**config.mk**
```make
export PLATFORM = sky130hd
export DESIGN_NAME = micro_sequencer
export DESIGN_NICKNAME = d
export VERILOG_FILES = /design/src/rtl/micro_sequencer_pkg.sv /design/src/rtl/micro_sequencer_stack.sv /design/src/rtl/micro_sequencer.sv
export SDC_FILE = /design/constraint.sdc
export NUM_CORES = 1
export LEC_CHECK = 0
export ABC_AREA = 1
export CAP_MARGIN = 20
export CELL_PAD_IN_SITES_DETAIL_PLACEMENT = 1
export CELL_PAD_IN_SITES_GLOBAL_PLACEMENT = 1
export CORE_AREA = 2 2 93 95
export CTS_CLUSTER_SIZE = 8
export DETAILED_ROUTE_END_ITERATION = 7
export DIE_AREA = 0 0 95 97
export GPL_TIMING_DRIVEN = 0
export PLACE_DENSITY_LB_ADDON = 0.2
export SETUP_SLACK_MARGIN = 0.2
export SLEW_MARGIN = 40
export SYNTH_ARGS = -nofsm -noshare
export SYNTH_HDL_FRONTEND = slang
export SYNTH_SLANG_ARGS = --single-unit
```
**constraint.sdc**
```tcl
create_clock -name MICRO_SEQUENCER_CLOCK_50 -period 3.97 [get_ports MICRO_SEQUENCER_CLOCK_50]
set_input_delay 0.5955 -clock MICRO_SEQUENCER_CLOCK_50 [delete_from_list [all_inputs] [get_ports MICRO_SEQUENCER_CLOCK_50]]
set_output_delay 0.5955 -clock MICRO_SEQUENCER_CLOCK_50 [all_outputs]
set_load 0.005 [all_outputs]
```
**src/rtl/micro_sequencer_pkg.sv**
```systemverilog
// Shared constants for the micro-sequencer: opcode set, FSM states and default widths.
package micro_sequencer_pkg;

  localparam int unsigned ADDR_W_DEFAULT = 11;

  typedef enum logic [2:0] {
    OP_NEXT    = 3'b000,
    OP_JUMP    = 3'b001,
    OP_BRT     = 3'b010,
    OP_BRF     = 3'b011,
    OP_CALL    = 3'b100,
    OP_RET     = 3'b101,
    OP_HOLD    = 3'b110,
    OP_RESTART = 3'b111
  } seq_op_e;

  typedef enum logic {
    ST_RUN   = 1'b0,
    ST_FAULT = 1'b1
  } seq_state_e;

endpackage

```
**src/rtl/micro_sequencer_stack.sv**
```systemverilog
// Return-address LIFO; the reset and clear inputs empty it by zeroing depth only.
module micro_sequencer_stack #(
  parameter int unsigned WIDTH = 11,
  parameter int unsigned DEPTH = 4
) (
  input  logic                    clk_i,
  input  logic                    rst_i,
  input  logic                    clr_i,
  input  logic                    push_i,
  input  logic                    pop_i,
  input  logic [WIDTH-1:0]        push_data_i,
  output logic [WIDTH-1:0]        top_c_o,
  output logic [$clog2(DEPTH):0]  depth_o,
  output logic                    full_c_o,
  output logic                    empty_c_o
);

  localparam int unsigned DW = $clog2(DEPTH) + 1;
  localparam int unsigned IW = (DEPTH > 1) ? $clog2(DEPTH) : 1;

  logic [WIDTH-1:0] mem_q [DEPTH];
  logic [DW-1:0]    depth_q;
  logic [IW-1:0]    wr_idx;
  logic [IW-1:0]    rd_idx;

  assign wr_idx    = IW'(depth_q);
  assign rd_idx    = IW'(depth_q - DW'(1));
  assign top_c_o   = mem_q[rd_idx];
  assign full_c_o  = (depth_q == DW'(DEPTH));
  assign empty_c_o = (depth_q == '0);
  assign depth_o   = depth_q;

  always_ff @(posedge clk_i) begin
    if (rst_i) begin
      depth_q <= '0;
    end else if (clr_i) begin
      depth_q <= '0;
    end else if (push_i) begin
      depth_q <= depth_q + DW'(1);
    end else if (pop_i) begin
      depth_q <= depth_q - DW'(1);
    end
  end

  // Storage carries no reset: stale entries are unreachable once depth is zero.
  always_ff @(posedge clk_i) begin
    if (push_i && !rst_i && !clr_i) begin
      mem_q[wr_idx] <= push_data_i;
    end
  end

endmodule

```
**src/rtl/micro_sequencer.sv**
```systemverilog
// Control-store address sequencer: next-address decode, RUN/FAULT FSM and call stack.
module micro_sequencer
  import micro_sequencer_pkg::*;
#(
  parameter int unsigned Direction_BUS_WIDTH = ADDR_W_DEFAULT,
  parameter int unsigned STACK_DEPTH         = 4
) (
  input  logic                            MICRO_SEQUENCER_CLOCK_50,
  input  logic                            MICRO_SEQUENCER_RESET_InHigh,
  input  logic [2:0]                      MICRO_SEQUENCER_Op_IN,
  input  logic [Direction_BUS_WIDTH-1:0]  MICRO_SEQUENCER_Target_IN,
  input  logic                            MICRO_SEQUENCER_Cond_IN,
  input  logic                            MICRO_SEQUENCER_Stall_IN,
  output logic [Direction_BUS_WIDTH-1:0]  MICRO_SEQUENCER_Direccion_OUT,
  output logic [$clog2(STACK_DEPTH):0]    MICRO_SEQUENCER_Depth_OUT,
  output logic                            MICRO_SEQUENCER_Error_OUT
);

  localparam int unsigned AW = Direction_BUS_WIDTH;

  seq_state_e    state_q, state_d;
  logic [AW-1:0] addr_q, addr_d;
  logic          err_q, err_d;
  logic [AW-1:0] incr;
  logic          push_c, pop_c, clr_c;
  logic [AW-1:0] top_c;
  logic          full_c, empty_c;
  seq_op_e       op;

  assign incr = addr_q + AW'(1);
  assign op   = seq_op_e'(MICRO_SEQUENCER_Op_IN);

  micro_sequencer_stack #(
    .WIDTH (AW),
    .DEPTH (STACK_DEPTH)
  ) u_stack (
    .clk_i       (MICRO_SEQUENCER_CLOCK_50),
    .rst_i       (MICRO_SEQUENCER_RESET_InHigh),
    .clr_i       (clr_c),
    .push_i      (push_c),
    .pop_i       (pop_c),
    .push_data_i (incr),
    .top_c_o     (top_c),
    .depth_o     (MICRO_SEQUENCER_Depth_OUT),
    .full_c_o    (full_c),
    .empty_c_o   (empty_c)
  );

  // Next-address decode; stall and FAULT both leave everything as is.
  always_comb begin
    state_d = state_q;
    addr_d  = addr_q;
    err_d   = err_q;
    push_c  = 1'b0;
    pop_c   = 1'b0;
    clr_c   = 1'b0;
    if (state_q == ST_RUN && !MICRO_SEQUENCER_Stall_IN) begin
      case (op)
        OP_NEXT: addr_d = incr;
        OP_JUMP: addr_d = MICRO_SEQUENCER_Target_IN;
        OP_BRT:  addr_d = MICRO_SEQUENCER_Cond_IN ? MICRO_SEQUENCER_Target_IN : incr;
        OP_BRF:  addr_d = MICRO_SEQUENCER_Cond_IN ? incr : MICRO_SEQUENCER_Target_IN;
        OP_CALL: begin
          if (full_c) begin
            state_d = ST_FAULT;
            err_d   = 1'b1;
          end else begin
            push_c = 1'b1;
            addr_d = MICRO_SEQUENCER_Target_IN;
          end
        end
        OP_RET: begin
          if (empty_c) begin
            state_d = ST_FAULT;
            err_d   = 1'b1;
          end else begin
            pop_c  = 1'b1;
            addr_d = top_c;
          end
        end
        OP_RESTART: begin
          addr_d = '0;
          clr_c  = 1'b1;
        end
        default: addr_d = addr_q;
      endcase
    end
  end

  always_ff @(posedge MICRO_SEQUENCER_CLOCK_50) begin
    if (MICRO_SEQUENCER_RESET_InHigh) begin
      state_q <= ST_RUN;
      addr_q  <= '0;
      err_q   <= 1'b0;
    end else begin
      state_q <= state_d;
      addr_q  <= addr_d;
      err_q   <= err_d;
    end
  end

  assign MICRO_SEQUENCER_Direccion_OUT = addr_q;
  assign MICRO_SEQUENCER_Error_OUT     = err_q;

endmodule

```
# After elaboration in Yosys (flattened, before gate mapping)
# Memory sizes are Yosys's and may differ from the RTL's.
# Cells that the tools add are included.
dict set report word_totals {
  reg_bits 15
  latchBits 0
  ram_bits 44
  romBits 0
  input_bits 18
  output_inout_bits 15
  word_cells 53
  memories 1
}
# name words word_bits rd rd_clocked_by_memory_dff wr line_no
set memory_table {}
lappend memory_table {u_stack.mem_q 4 11 1 0 1 micro_sequencer_stack.sv:21} ;# logic [WIDTH-1:0] mem_q [DEPTH];
dict set report classes {
  add_sub_neg 3
  n_mul 0
  div 0
  order_cmp 0
  eq_ne 11
  shift 0
  mux 20
  bitwise 1
  n_reduce_logical 14
}
# op n
set op_table {}
lappend op_table {{$pmux W11 S7} 1}
lappend op_table {{$mux W11} 4}
lappend op_table {{$eq A3 B3 Y1 const B} 4}
lappend op_table {{$mux W1} 12}
lappend op_table {{$add A11 B1 Y11 const B} 1}
lappend op_table {{$ne A2 B2 Y1 const B} 4}
lappend op_table {{$reduce_and A4 Y1} 2}
lappend op_table {{$reduce_bool A7 Y1} 1}
lappend op_table {{$eq A3 B2 Y1 const B} 2}
lappend op_table {{$logic_not A3 Y1} 2}
lappend op_table {{$mux W3} 2}
lappend op_table {{$reduce_bool A2 Y1} 2}
lappend op_table {{$add A3 B1 Y3 const B} 1}
lappend op_table {{$eq A3 B1 Y1 const B} 1}
lappend op_table {{$logic_and A1 B1 Y1} 3}
lappend op_table {{$logic_not A1 Y1} 3}
lappend op_table {{$sub A3 B1 Y3 const B} 1}
lappend op_table {{$pmux W1 S2} 1}
lappend op_table {{$reduce_or A2 Y1} 1}
lappend op_table {{$not A1 Y1} 1}

# Longest topological paths before layout
dict set report logic_depth {
  ltp_word 8
  ltp_mapped 12
  mapped_depth_nobuf 11
}

# Cells and area by module
# Synthesis repeated with hierarchy kept, for this count alone.
dict set report hier_totals {
  hier_cells 338
  area_unflattened_um2 3006.6
}
# module instances cells_each area_per_inst_um2 seq_area_each_um2
set modules_own_cells {}
lappend modules_own_cells {micro_sequencer_stack 1 160 1938.1 1381.3}
lappend modules_own_cells {micro_sequencer 1 178 1068.5 240.2}

# Worst setup path before layout
# Ideal clock, no wire load.
dict set report synth_path {
  kind {reg-to-reg}
  from {register u_stack.depth_q[0] (netlist: u_stack.depth_o[0])}
  to {memory u_stack.mem_q[1][0] (enable)}
  setup_ps 378
  t_arrival_ps 1945
  required_time_ps 3592
  setup_slack_ps 1647
  path_stages_with_launch 9
  n_path_buf 1
  period_less_slack_ps 2323
  cell_sequence {dfxtp_1 -> inv_1 -> buf_1 -> ha_1 -> nand2_1 -> nand3_2 -> clkinv_1 -> nand2_1 -> nor2_1}
}
dict set report synth_between {
  elab_chain_cells 8
}
# element line_no
set synth_rtl {}
lappend synth_rtl {{start, declared} micro_sequencer_stack.sv:22} ;# logic [DW-1:0] depth_q;
lappend synth_rtl {{start signal, assigned} micro_sequencer_stack.sv:39} ;# depth_q <= depth_q + DW'(1);
lappend synth_rtl {{start signal, assigned} micro_sequencer_stack.sv:41} ;# depth_q <= depth_q - DW'(1);
lappend synth_rtl {{$eq A3 B3 Y1} micro_sequencer_stack.sv:29} ;# assign full_c_o = (depth_q == DW'(DEPTH));
lappend synth_rtl {{$mux W1} micro_sequencer.sv:64} ;# if (full_c) begin
lappend synth_rtl {{$mux W1} micro_sequencer.sv:58} ;# case (op)
lappend synth_rtl {{$mux W1} micro_sequencer.sv:57} ;# if (state_q == ST_RUN && !MICRO_SEQUENCER_Stall_IN) begin
lappend synth_rtl {{$logic_and A1 B1 Y1 (2 in series)} micro_sequencer_stack.sv:47} ;# if (push_i && !rst_i && !clr_i) begin
lappend synth_rtl {{$mux W1} micro_sequencer_stack.sv:47}
lappend synth_rtl {{$mux W1 (implied by the code)} micro_sequencer_stack.sv:48} ;# mem_q[wr_idx] <= push_data_i;
lappend synth_rtl {{end, declared} micro_sequencer_stack.sv:21}
# Several ways; a longest one is shown, not always the timed one.

# Final worst setup path
dict set report layout_path {
  from {register u_stack.depth_q[0] (netlist: u_stack.depth_o[0])}
  to {memory u_stack.mem_q[2][1] (enable)}
}
# The elaborated chain is that of the path after synthesis.

==> impl_metrics.ini <==
[grt]
grt.overflow.total = 0
initial_antenna_violation_count = 0
grt_pass1_vias = 2870
grt_pass1_wl_um = 14700
global_route.usage.total_pct = 21.4
grt_max_degree = 13

[placement]
placement.io_buffers = 31
gp_congestion = 0.843
post-dp-hpwl_um = 6740

[synthesis]
synth_warnings = 0
synth_largest_area_cell = sky130_fd_sc_hd__edfxtp_1
postSynth.asyncResetShare_pct = 0
synth_ff_type = sky130_fd_sc_hd__edfxtp_1
synthesis.instances = 380
number_of_flip_flops_and_latches_in_the_synthesized_netlist = 59
total_standard_cell_area_after_synthesis_sq_um = 3170
yosysSeqAreaShare_pct = 51.1
postSynthNetCount = 404
synth_edf_count = 44
synth.lib_cells_used.distinct = 35
synthMostInstantiatedCell = sky130_fd_sc_hd__nand2_1
synth_common_cells = 110 x sky130_fd_sc_hd__nand2_1, 44 x sky130_fd_sc_hd__edfxtp_1, 41 x sky130_fd_sc_hd__nand3_1
synth_area_leaders = sky130_fd_sc_hd__edfxtp_1 42%, sky130_fd_sc_hd__nand2_1 13%, sky130_fd_sc_hd__dfxtp_1 9.5%, sky130_fd_sc_hd__nand3_1 6.5%, sky130_fd_sc_hd__inv_1 4.6%
post-synth-top-area-fraction_pct = 41.7
avgSynthCellArea_sq_um = 8.35

[layout]
layout.filler_cells = 974
nets = 446
areaGrowthSynthToFinish_pct = 19.8
n_antenna_cell = 0
post_route_cells_drive_above_1_share_pct = 9.60
fin_util_pct = 46.7

[worst_setup_path]
crit_path_start_kind = flop
cp_slowest_cell = sky130_fd_sc_hd__nor2_2
critical_path_class = flop to flop
worstPathRequired_ns = 3.94
crit_chain = inv_1 > buf_1 > ha_1 > nand2_1 > nand3_2 > clkinv_1 > nand2_1 > nor2_2
path_max_fanout = 12
path_common_cell = sky130_fd_sc_hd__nand2_1
critical-path-top-delay-family = simple AND/OR/NAND/NOR gates
reg2reg_setup_slack_ns = 1.05
critPathCaptureType = flop
worst_ep_arrival_time_ns = 2.90
crit_buf_inv = 3
crit_path_max_incr_delay_ns = 0.59

[sta]
post-route-period-util_pct = 73.6
number_of_setup_violations_in_the_final_report = 0
final_slew_viol_count = 0
clock.fmax_mhz = 342
fin_skew_ns = 0.0113
relSlewSlack_pct = 53.3
finalHoldViolCount = 0
setup_repair_after_global_routing_missed_its_margin = no
timing.setup.tns_ns = 0
timing.final.crit_period_ns = 2.92
fin_worst_hold_slack_ns = 0.505
measured_slew_at_the_worst_slew_check_pin_ns = 0.699

[route]
drt-total-wl_um = 9030
routedWlPerCell_um = 17.0
vias_per_cell = 5.08
num_vias = 2704
route.antenna.remaining_nets = 0
initialDrtViolationCount = 102
remaining_drc_errors = 0
drt-pass1-iter-count = 4

[floorplan]
floorplan.rows = 33
die_width_um = 95
number_of_top_level_pins = 33
floorplan.initialDensity_pct = 39.0
fp.coreArea_sq_um = 8130
fp.dieArea_sq_um = 9220
die_height_um = 97

[min_path]
worst_hold_path_type = flop to flop

[run]
maxCapViolCount = 0

[power]
total_power_w = 0.00141
share_seq_of_total_power_pct = 49.6
net_switching_fraction_of_the_power_pct = 29.6
combinationalPowerShare_pct = 14.8
power_per_unit_of_standard_cell_area_nw_per_um2 = 371
power.internal_w = 0.000992
power_frac_clock_pct = 35.6
vdd_ir_drop_max_mv = 0.198
power_leakage_nw = 1.52
p_switching_w = 0.000418

[clock_network]
cts.repair_timing.setup_buffer_count = 0
cts_sinks = 59
cts_made_buffers = 9
clock_latency_ns = 0.35
clock_pin_slew_worst_setup_and_hold_paths_ns = 0.07
post_cts_hold_buffer_count = 0
cts.htree.levels = 3
clockRootBuffer = sky130_fd_sc_hd__clkbuf_8
cts_tree = yes
clk_path_buf_depth = 2
postCtsResizedCells = 0

[run_status]
result_of_the_run = finished, final reports clean
==> sequential cells by signal, indices dropped and copies added, names as in the netlist <==
register and flops:
MICRO_SEQUENCER_Error_OUT 1, u_stack.depth_o 3, MICRO_SEQUENCER_Direccion_OUT 11, u_stack.mem_q 44
==> layout by cell type, fill, tap and decap left out, types with 6 or more instances in the layout <==
cell and instances:
sky130_fd_sc_hd__a21oi_1 25, sky130_fd_sc_hd__clkbuf_8 9, sky130_fd_sc_hd__clkdlybuf4s50_1 31, sky130_fd_sc_hd__dfxtp_1 15
sky130_fd_sc_hd__edfxtp_1 44, sky130_fd_sc_hd__ha_1 6, sky130_fd_sc_hd__inv_1 39, sky130_fd_sc_hd__nand2_1 110
sky130_fd_sc_hd__nand3_1 41, sky130_fd_sc_hd__nor2_1 27, sky130_fd_sc_hd__o21ai_0 23
==> through the flow <==
step / std cells / worst slack [ns] / area (sq um)
finish: 532 / 1.05 / 3800
global route: 532 / 0.768 / 3800
CTS: 532 / 0.969 / 3800
detailed placement: 516 / 0.970 / 3620
global placement: 516 / 0.727 / 3610
floorplan: 380 / 1.65 / 3170
==> final timing paths <==
kind         cells after the start                                        endpoint                                           start
max                              8                   u_stack.mem_q[2][1]$_DFFE_PP_                 u_stack.depth_o[0]$_SDFFE_PP0P_
min                              2  MICRO_SEQUENCER_Direccion_OUT[10]$_SDFFE_PP0P_  MICRO_SEQUENCER_Direccion_OUT[10]$_SDFFE_PP0P_
max reg2reg                      8                   u_stack.mem_q[2][1]$_DFFE_PP_                 u_stack.depth_o[0]$_SDFFE_PP0P_
min reg2reg                      2  MICRO_SEQUENCER_Direccion_OUT[10]$_SDFFE_PP0P_  MICRO_SEQUENCER_Direccion_OUT[10]$_SDFFE_PP0P_
==> worst register-to-register path: cells and delay by family (launching register included) <==
family                     cells  cell delay [ns]
and+or+nand+nor                4             1.04
DFF                            1             0.53
adders and majority gates      1             0.34
buffers and inverters          3             0.63
==> cell type report <==
class	instances	area [sq um]	area share (%)
multi-input combinational	270	1350	35.6
buffer	9	51.3	1.35
inverter	42	158	4.15
tap	105	131	3.46
sequential	59	1620	42.7
timing repair buffer	31	310	8.17
clock inverter	7	52.6	1.38
clock buffer	9	124	3.26
==> logic make-up (layout without fill, tap and decap cells) <==
kind of cell / Yosys count / count (layout) / share of synthesized area [%]
adders and majority gates: 6 / 6 / 2.37
buffers and inverters: 51 / 98 / 6.59
AOI/OAI and AO/OA: 57 / 57 / 9.59
and+or+nand+nor: 203 / 203 / 29.2
DFF: 59 / 59 / 51.1
xor gates and xnor gates: 4 / 4 / 1.10
==> power by group through the flow <==
stage / logic [W] / clock network [W] / registers (W)
2_1_floorplan: 0.000119 / 0 / 0.000710
3_3_place_gp: 0.000204 / 0 / 0.000713
3_5_place_dp: 0.000209 / 0 / 0.000714
4_1_cts: 0.000211 / 0.000507 / 0.000700
5_1_grt: 0.000235 / 0.000534 / 0.000702
6_report: 0.000209 / 0.000501 / 0.000700
==> layer usage <==
layer | vias up | routed length (um) | track usage, %
li1 | 1349 | - | -
met1 | 1307 | 4180 | 28.3
met5 | - | 0 | 0
met2 | 40 | 4440 | 35.6
met4 | 0 | 116 | 7.13
met3 | 8 | 294 | 3.27
Note: power is estimated with default switching activity, not from simulation.
